==> src/rtl/onehot_demux_fifo.sv <==
// One valid/ready input stream demultiplexed by a one-hot select into six independent FIFOs.
// Optional macro ONEHOT_DEMUX_SEL_CHECK_EN: illegal selects are dropped and flagged on sel_err.
module onehot_demux_fifo #(
  parameter int WIDTH = 32,
  parameter int DEPTH = 2
) (
  input  logic             clk,
  input  logic             reset_n,
  input  logic             in_valid,
  output logic             in_ready,
  input  logic [5:0]       in_sel,
  input  logic [WIDTH-1:0] in_data,
  output logic [5:0]       out_valid,
  input  logic [5:0]       out_ready,
  output logic [WIDTH-1:0] out_data0,
  output logic [WIDTH-1:0] out_data1,
  output logic [WIDTH-1:0] out_data2,
  output logic [WIDTH-1:0] out_data3,
  output logic [WIDTH-1:0] out_data4,
  output logic [WIDTH-1:0] out_data5,
  output logic             sel_err
);

  localparam int PW = $clog2(DEPTH);
  localparam int CW = $clog2(DEPTH + 1);

  logic       w_legal;
  logic [5:0] w_route;
  logic [5:0] w_full;

  assign w_legal = (in_sel != 6'b0) && ((in_sel & (in_sel - 6'd1)) == 6'b0);

`ifdef ONEHOT_DEMUX_SEL_CHECK_EN
  logic r_sel_err;

  // Illegal selects are swallowed: ready high, no channel written.
  assign w_route  = w_legal ? in_sel : 6'b0;
  assign in_ready = w_legal ? |(in_sel & ~w_full) : 1'b1;
  assign sel_err  = r_sel_err;

  always_ff @(posedge clk or negedge reset_n) begin
    if (!reset_n) r_sel_err <= 1'b0;
    else          r_sel_err <= in_valid & ~w_legal;
  end
`else
  // Illegal selects fall through to channel 0, like the mux default arm.
  assign w_route  = w_legal ? in_sel : 6'b000001;
  assign in_ready = |(w_route & ~w_full);
  assign sel_err  = 1'b0;
`endif

  for (genvar k = 0; k < 6; k++) begin : g_ch
    logic [WIDTH-1:0] r_mem [DEPTH];
    logic [WIDTH-1:0] r_out;
    logic [PW-1:0]    r_wr_ptr;
    logic [PW-1:0]    r_rd_ptr;
    logic [PW-1:0]    w_head_idx;
    logic [CW-1:0]    r_count;
    logic [CW-1:0]    w_count_nxt;
    logic             w_valid;
    logic             w_push;
    logic             w_pop;

    assign w_valid      = (r_count != '0);
    assign out_valid[k] = w_valid;
    assign w_full[k]    = (r_count == CW'(DEPTH));
    assign w_push       = in_valid & in_ready & w_route[k];
    assign w_pop        = out_ready[k] & w_valid;
    assign w_head_idx   = w_pop ? r_rd_ptr + PW'(1) : r_rd_ptr;

    always_comb begin
      w_count_nxt = r_count;
      if (w_push && !w_pop)      w_count_nxt = r_count + CW'(1);
      else if (!w_push && w_pop) w_count_nxt = r_count - CW'(1);
    end

    always_ff @(posedge clk) begin
      if (w_push) r_mem[r_wr_ptr] <= in_data;
    end

    // r_out is the registered head; when the next head is the beat being written
    // this cycle it is taken straight from in_data. It holds when the FIFO empties.
    always_ff @(posedge clk or negedge reset_n) begin
      if (!reset_n) begin
        r_count  <= '0;
        r_wr_ptr <= '0;
        r_rd_ptr <= '0;
        r_out    <= '0;
      end else begin
        r_count <= w_count_nxt;
        if (w_push) r_wr_ptr <= r_wr_ptr + PW'(1);
        if (w_pop)  r_rd_ptr <= r_rd_ptr + PW'(1);
        if (w_count_nxt != '0)
          r_out <= (w_push && (w_head_idx == r_wr_ptr)) ? in_data : r_mem[w_head_idx];
      end
    end
  end

  assign out_data0 = g_ch[0].r_out;
  assign out_data1 = g_ch[1].r_out;
  assign out_data2 = g_ch[2].r_out;
  assign out_data3 = g_ch[3].r_out;
  assign out_data4 = g_ch[4].r_out;
  assign out_data5 = g_ch[5].r_out;

endmodule

==> config.mk <==
export PLATFORM = sky130hd
export DESIGN_NAME = onehot_demux_fifo
export DESIGN_NICKNAME = d
export VERILOG_FILES = /design/src/rtl/onehot_demux_fifo.sv
export SDC_FILE = /design/constraint.sdc
export NUM_CORES = 1
export LEC_CHECK = 0
export BUFFER_PORTS_ARGS = -buffer_cell sky130_fd_sc_hd__buf_4
export CAP_MARGIN = 10
export CORE_MARGIN = 10
export CORE_UTILIZATION = 45
export CTS_CLUSTER_SIZE = 30
export DETAILED_ROUTE_END_ITERATION = 10
export PLACE_DENSITY = 0.76
export SYNTH_ARGS = -nofsm -noshare
export SYNTH_HDL_FRONTEND = slang
export SYNTH_SLANG_ARGS = --single-unit
==> constraint.sdc <==
create_clock -name clk -period 12 [get_ports clk]
set_input_delay 3 -clock clk [delete_from_list [all_inputs] [get_ports clk]]
set_output_delay 3 -clock clk [all_outputs]
set_load 0.01 [all_outputs]
==> impl_metrics.env, run 1 <==
export IMPL_grt_antenna_before_repair=0
export IMPL_num_rows=85
export IMPL_synth_top_cell_by_area="edfxtp_1"
export IMPL_antenna_left=0
export IMPL_synth_area_um2=24400
export IMPL_drt_pass1_iterations=5
export IMPL_fill_cells=4361
export IMPL_outcome="finished clean"
export IMPL_drv_slew=0
export IMPL_finalSetupViolCount=0
export IMPL_crit_path_start_kind="input port"
export IMPL_cts_tree="done"
export IMPL_criticalPathCategory="input port to output pin"
export IMPL_whs_ps=491
export IMPL_crit_slowest_cell="nor4_2"
export IMPL_ys_types=52
export IMPL_synth_area_leaders="edfxtp_1 47%, dfrtp_1 22%, mux2_2 7.2%"
export IMPL_clock_root_buffer="clkbuf_16"
export IMPL_fin_nets=1996
export IMPL_cts_resized=0
export IMPL_synth_edf_count=384
export IMPL_drtIter0Drc=1026
export IMPL_synthFlopType="edfxtp_1"
export IMPL_mostFrequentLayoutCells="384 x edfxtp_1, 274 x buf_4, 216 x dfrtp_1, 200 x nor2_1, 156 x mux2_2"
export IMPL_grt_overflow=0
export IMPL_postSynthAreaPerCell_um2=14.3
export IMPL_mostFrequentLayoutCell="edfxtp_1"
export IMPL_grt_pass1_wl_um=90800
export IMPL_drt_wl_total_um=60600
export IMPL_core_um2=53800
export IMPL_place_hpwl_um=38100
export IMPL_rsz0062_at_grt="false"
export IMPL_worstSetupEndpointType="output pin"
export IMPL_ir_drop_mv=0.170
export IMPL_synth_nets=1763
export IMPL_grt_max_degree=97
export IMPL_period_minus_slack_ps=7660
export IMPL_leakage_nw=11.2
export IMPL_clk_insertion_delay_late_ps=600
export IMPL_hp_start="out_data3[8]"
export IMPL_vias=14600
export IMPL_regToRegStartpoint="g_ch[0].r_count[0]"
export IMPL_required_ps=9000
export IMPL_cp_arrival_ps=4660
export IMPL_ys_ff_latch=600
export IMPL_ys_seq_area_share_pct=69.3
export IMPL_vias_per_cell=5.45
export IMPL_startpoint="in_sel[2]"
export IMPL_syn2layout_area_growth_pct=18.9
export IMPL_htreeDepth=2
export IMPL_clock_sinks=600
export IMPL_max_stage_delay_ps=900
export IMPL_antenna_cells=0
export IMPL_finalCritPeriodShare_pct=63.9
export IMPL_cts_buffers=59
export IMPL_drv_cap=0
export IMPL_grt_pass1_vias=14700
export IMPL_path_max_fanout=11
export IMPL_stdcell_count=2683
export IMPL_finClkSkew_ps=8.19
export IMPL_p_per_area_nw_per_um2=273
export IMPL_crit_family="simple AND/OR/NAND/NOR gates"
export IMPL_fin_setup_tns_ps=0
export IMPL_cts_hold_buf=0
export IMPL_synthDominantCellAreaShare_pct=47.2
export IMPL_wl_per_cell_um=22.6
export IMPL_path_buf_inv=2
export IMPL_clk_path_buf_depth=3
export IMPL_die_area_um2=64000
export IMPL_io_pins=247
export IMPL_slew_limit_headroom_pct=25.0
export IMPL_start_util_pct=45.4
export IMPL_finalHoldViolations=0
export IMPL_clkSlewWorstSetupHoldPaths_ps=60
export IMPL_post_cts_setup_buffer_count=0
export IMPL_tightestPinTransition_ps=1120
export IMPL_yosysWarnings=0
export IMPL_utilization_pct=54.0
export IMPL_track_usage_pct=18.5
export IMPL_drive_gt1_share_pct=27.9
export IMPL_hold_path_class="flip-flop to flip-flop"
export IMPL_timing_critical_path_mode_cell="buf_4"
export IMPL_io_buffers=245
export IMPL_place_inst=2572
export IMPL_syn_inst=1704
export IMPL_total_power_w=0.00794
export IMPL_max_clock_freq_ghz=0.131
export IMPL_fp_dieH_um=253
export IMPL_gp_congestion=0.832
export IMPL_dieWidth_um=253
export IMPL_cp_cell_sequence="buf_4, or3b_2, a21oi_1, nor4_2, a21o_1, buf_4"
export IMPL_async_reset_ff_share_pct=36.0
export IMPL_route_detailed_drc=0
[power breakdown]
| part | switching [W] | internal (W) |
|---|---|---|
| clock network | 0.000770 | 0.00111 |
| registers | 0.000320 | 0.00268 |
| logic | 0.00158 | 0.00149 |
[final timing paths]
check | end | slack (ps) | cells after the start
max reg2reg | g_ch[5].r_mem[0][12] | 8060 | 6
min reg2reg | out_data3[8] | 490 | 2
min | out_data3[8] | 490 | 2
max | in_ready | 4340 | 6
min in group asynchronous | out_data0[12] | 2430 | 1
max in group asynchronous | out_data5[25] | 8170 | 2
[tightest hold or removal path: stages (launching register included)]
cell	delay, ps
dfrtp_1	350
nand2_1	50
o31ai_1	60
[synthesized netlist by cell type (3+ instances only)]
cell type / instances
ha_1: 12
o31ai_1: 41
mux2i_1: 131
nand2_1: 74
nand2b_1: 3
mux2i_2: 5
mux2_1: 7
o21ai_0: 34
buf_6: 3
buf_2: 11
xor2_1: 7
mux2_2: 156
buf_4: 19
clkbuf_1: 70
o2111ai_1: 3
nor4_1: 3
a211oi_1: 32
nor2b_1: 38
a31oi_1: 6
o22ai_1: 32
dfrtp_1: 216
maj3_1: 6
or3_1: 5
nor2_1: 205
xnor2_1: 25
a21oi_1: 103
and3_1: 5
or4_1: 3
edfxtp_1: 384
inv_1: 32
nand3_1: 7
[final cells by class]
cell class                      instances  area, um2  share of cell area [%]
Clock inverter                         35        348                    1.20
Tap cell                              696        871                    3.00
Timing Repair Buffer                  275       2070                    7.13
Sequential cell                       600      16900                    58.3
Clock buffer                           76       1630                    5.62
Inverter                               32        120                   0.413
Multi-Input combinational cell        969       7090                    24.4
[layer usage]
| metal | up-vias | share of wire, % | GRT usage (%) |
|---|---|---|---|
| li1 | 6719 | - | - |
| met1 | 7411 | 41 | 23.2 |
| met2 | 385 | 50 | 31.1 |
| met3 | 96 | 5.9 | 3.85 |
| met4 | 0 | 3.3 | 7.14 |
| met5 | - | 0 | 0 |
[state kept, by name, indices dropped and copies added, names as in the netlist]
register,cells
out_data2,32
out_data3,32
out_data0,32
out_data1,32
g_ch.r_mem,384
out_data5,32
g_ch.r_wr_ptr,6
g_ch.r_rd_ptr,6
out_data4,32
g_ch.r_count,12
[logic make-up after synthesis]
logic type	after synthesis	synth area share [%]
flops	600	69.3
simple gates	354	6.30
mux	300	13.2
compound gates	264	6.65
buf+inv	135	2.51
xor+xnor	32	1.15
fa+ha+maj	18	0.860
other cells	1	0.0153
[per-stage QoR]
stage	cell area, um2	worst slack [ps]
6_report	29100	4340
2_1_floorplan	24400	4330
3_3_place_gp	27100	4430
4_1_cts	29100	4370
3_5_place_dp	27100	4370
5_1_grt	29100	4250
Note: power is estimated with default switching activity, not from simulation.
==> inputs of run 2 (changes only) <==
- ABC_AREA: not set -> 1
- PLACE_DENSITY: 0.76 -> 0.78
- clock period: 12 -> 6.9 ns (I/O delays scaled with it)
==> run 2 against run 1 <==
Utilization decreased by 0.69 points. Critical path type is now input port to flip-flop. Clock skew increased by 16 ps. Sequential share of layout area decreased by 0.84 points. Register-to-register slack got worse by 5200 ps. Clock power increased by 63%. Synthesized cell count increased by 35%. Routed wire length increased by 34%. Count of clock-buffer cells in the layout increased by 18.
==> impl_metrics.env, run 2 <==
export IMPL_synth_edf_count=384
export IMPL_slew_limit_headroom_pct=14.6
export IMPL_track_usage_pct=23.7
export IMPL_finalCritPeriodShare_pct=73.9
export IMPL_syn_inst=2299
export IMPL_power_share_clock_pct=21.2
export IMPL_cp_arrival_ps=5600
export IMPL_drt_pass1_iterations=7
export IMPL_leakage_nw=12.4
export IMPL_cts_resized=0
export IMPL_drv_cap=0
export IMPL_drtIter0Drc=2317
export IMPL_seqPwrFrac_pct=36.1
export IMPL_drive_gt1_share_pct=20.0
export IMPL_clock_root_buffer="clkbuf_16"
export IMPL_die_area_um2=66100
export IMPL_dieWidth_um=257
export IMPL_ys_seq_area_share_pct=67.0
export IMPL_wl_per_cell_um=24.6
export IMPL_tightestPinTransition_ps=1280
export IMPL_antenna_cells=0
export IMPL_ys_types=31
export IMPL_largest_reg_flops=384
export IMPL_synthFlopType="edfxtp_1"
export IMPL_yosysMostFrequentCell="nand2_1"
export IMPL_postSynthAreaPerCell_um2=11.0
export IMPL_outcome="finished clean"
export IMPL_synth_area_leaders="edfxtp_1 46%, dfrtp_1 21%, nand2_1 10%"
export IMPL_synth_top_cell_by_area="edfxtp_1"
export IMPL_finClkSkew_ps=24.0
export IMPL_htreeDepth=2
export IMPL_swShare_pct=41.8
export IMPL_synthDominantCellAreaShare_pct=45.6
export IMPL_post_cts_setup_buffer_count=0
export IMPL_cts_tree="done"
export IMPL_drv_slew=0
export IMPL_clock_sinks=600
export IMPL_mostFrequentLayoutCells="697 x nand2_1, 384 x edfxtp_1, 268 x buf_4, 216 x dfrtp_1, 206 x nand3_1"
export IMPL_finalSetupViolCount=0
export IMPL_fin_setup_tns_ps=0
export IMPL_path_max_fanout=34
export IMPL_grt_antenna_before_repair=0
export IMPL_async_reset_ff_share_pct=36.0
export IMPL_crit_path_start_kind="input port"
export IMPL_required_ps=7390
export IMPL_grt_pass1_wl_um=120000
export IMPL_vias_per_cell=5.79
export IMPL_drt_wl_total_um=80900
export IMPL_hold_path_class="flip-flop to flip-flop"
export IMPL_core_um2=55300
export IMPL_ys_ff_latch=600
export IMPL_place_hpwl_um=50700
export IMPL_finalHoldViolations=0
export IMPL_cts_buffers=56
export IMPL_p_sw_w=0.00604
export IMPL_power_internal_w=0.00842
export IMPL_rsz0062_at_grt="false"
export IMPL_largest_register="g_ch.r_mem"
export IMPL_io_pins=247
export IMPL_io_buffers=245
export IMPL_grt_max_degree=113
export IMPL_criticalPathCategory="input port to flip-flop"
export IMPL_ir_drop_mv=0.263
export IMPL_place_ws_ps=1300
export IMPL_grt_overflow=0
export IMPL_antenna_left=0
export IMPL_start_util_pct=45.7
export IMPL_fp_dieH_um=257
export IMPL_synth_nets=2358
export IMPL_gp_congestion=0.862
export IMPL_synth_area_um2=25300
export IMPL_fill_cells=4678
export IMPL_p_comb_share_pct=42.7
export IMPL_max_clock_freq_ghz=0.196
export IMPL_period_minus_slack_ps=5100
export IMPL_fin_nets=2552
export IMPL_grt_pass1_vias=18600
export IMPL_yosysWarnings=0
export IMPL_worstSetupEndpointType="flip-flop"
export IMPL_num_rows=86
export IMPL_mostFrequentLayoutCell="nand2_1"
export IMPL_clk_path_buf_depth=3
export IMPL_vias=19000
export IMPL_cts_hold_buf=0
export IMPL_route_detailed_drc=0
export IMPL_p_per_area_nw_per_um2=490
export IMPL_syn2layout_area_growth_pct=16.7
export IMPL_clkSlewWorstSetupHoldPaths_ps=60
export IMPL_synth_common_cells="697 x nand2_1, 384 x edfxtp_1, 216 x dfrtp_1"
export IMPL_clk_insertion_delay_late_ps=620
export IMPL_setup_ws_ps=1800
-- run 2: kinds of logic after synthesis --
kind of cell / count (synthesis) / share of synthesized area [%]
buf+inv: 234 / 4.25
fa+ha+maj: 12 / 0.594
xor+xnor: 10 / 0.346
compound gates: 322 / 7.77
flops: 600 / 67.0
other cells: 1 / 0.0148
simple gates: 1120 / 20.0
-- run 2: final cells by class --
class / instances / area, um2 / area share, %
repair buffers: 272 / 2090 / 7.08
inverters: 98 / 368 / 1.25
flip-flops and latches: 600 / 16900 / 57.4
clock buffers: 94 / 1750 / 5.93
well taps: 748 / 936 / 3.17
clock inverters: 10 / 65.1 / 0.221
multi-input cells: 1465 / 7360 / 24.9
-- run 2: through the flow --
stage	std cells	total power (W)	utilization [%]	hold WS [ps]	cell area, um2
finish	3287	0.0145	53.3	509	29500
global route	3287	0.0152	53.3	531	29500
CTS	3285	0.0144	53.3	511	29500
detailed placement	3181	0.0113	50.0	496	27600
global placement	3181	0.0111	50.0	491	27600
floorplan	2299	0.00867	-	541	25300
-- run 2: per-layer routing --
layer	wire length, um	global-route usage (%)	part of all wire, %	vias up
met5	0	0	0	-
met4	2750	8.07	3.4	0
met3	8610	5.57	11	185
met2	38200	38.3	47	1172
met1	31400	30.8	39	9449
li1	-	-	-	8238
-- run 2: path summary, 6_finish.rpt --
check / start / endpoint / slack [ps] / cells after the start
worst max-delay path: in_sel[1] / out_data5[21] / 1800 / 17
worst min-delay path: out_data0[16] / out_data0[16] / 510 / 2
worst max register to register: g_ch[4].r_count[0] / out_data5[21] / 2830 / 14
worst min register to register: out_data0[16] / out_data0[16] / 510 / 2
max in group asynchronous: reset_n / out_data3[3] / 4610 / 2
min in group asynchronous: reset_n / out_data0[20] / 1120 / 1
-- run 2: power groups by stage --
stage	clock (W)	combinational (W)	sequential [W]
finish	0.00306	0.00618	0.00522
global route	0.00320	0.00671	0.00528
CTS	0.00306	0.00612	0.00520
detailed placement	0	0.00606	0.00525
global placement	0	0.00589	0.00523
floorplan	0	0.00332	0.00534
-- run 2: critical path, stage by stage --
cell and delay (ps):
buf_4 130, nor2_1 140, nand2_2 110, nand2_2 100, nand4_2 200, nand2_1 140
nand2_1 70, nor2_2 120, nand2_4 170, nand3_1 350, nand2_1 130, nand2_1 120
nor2_1 70, nor2_4 800, nand2_2 820, nand2_1 280, nand2_1 70
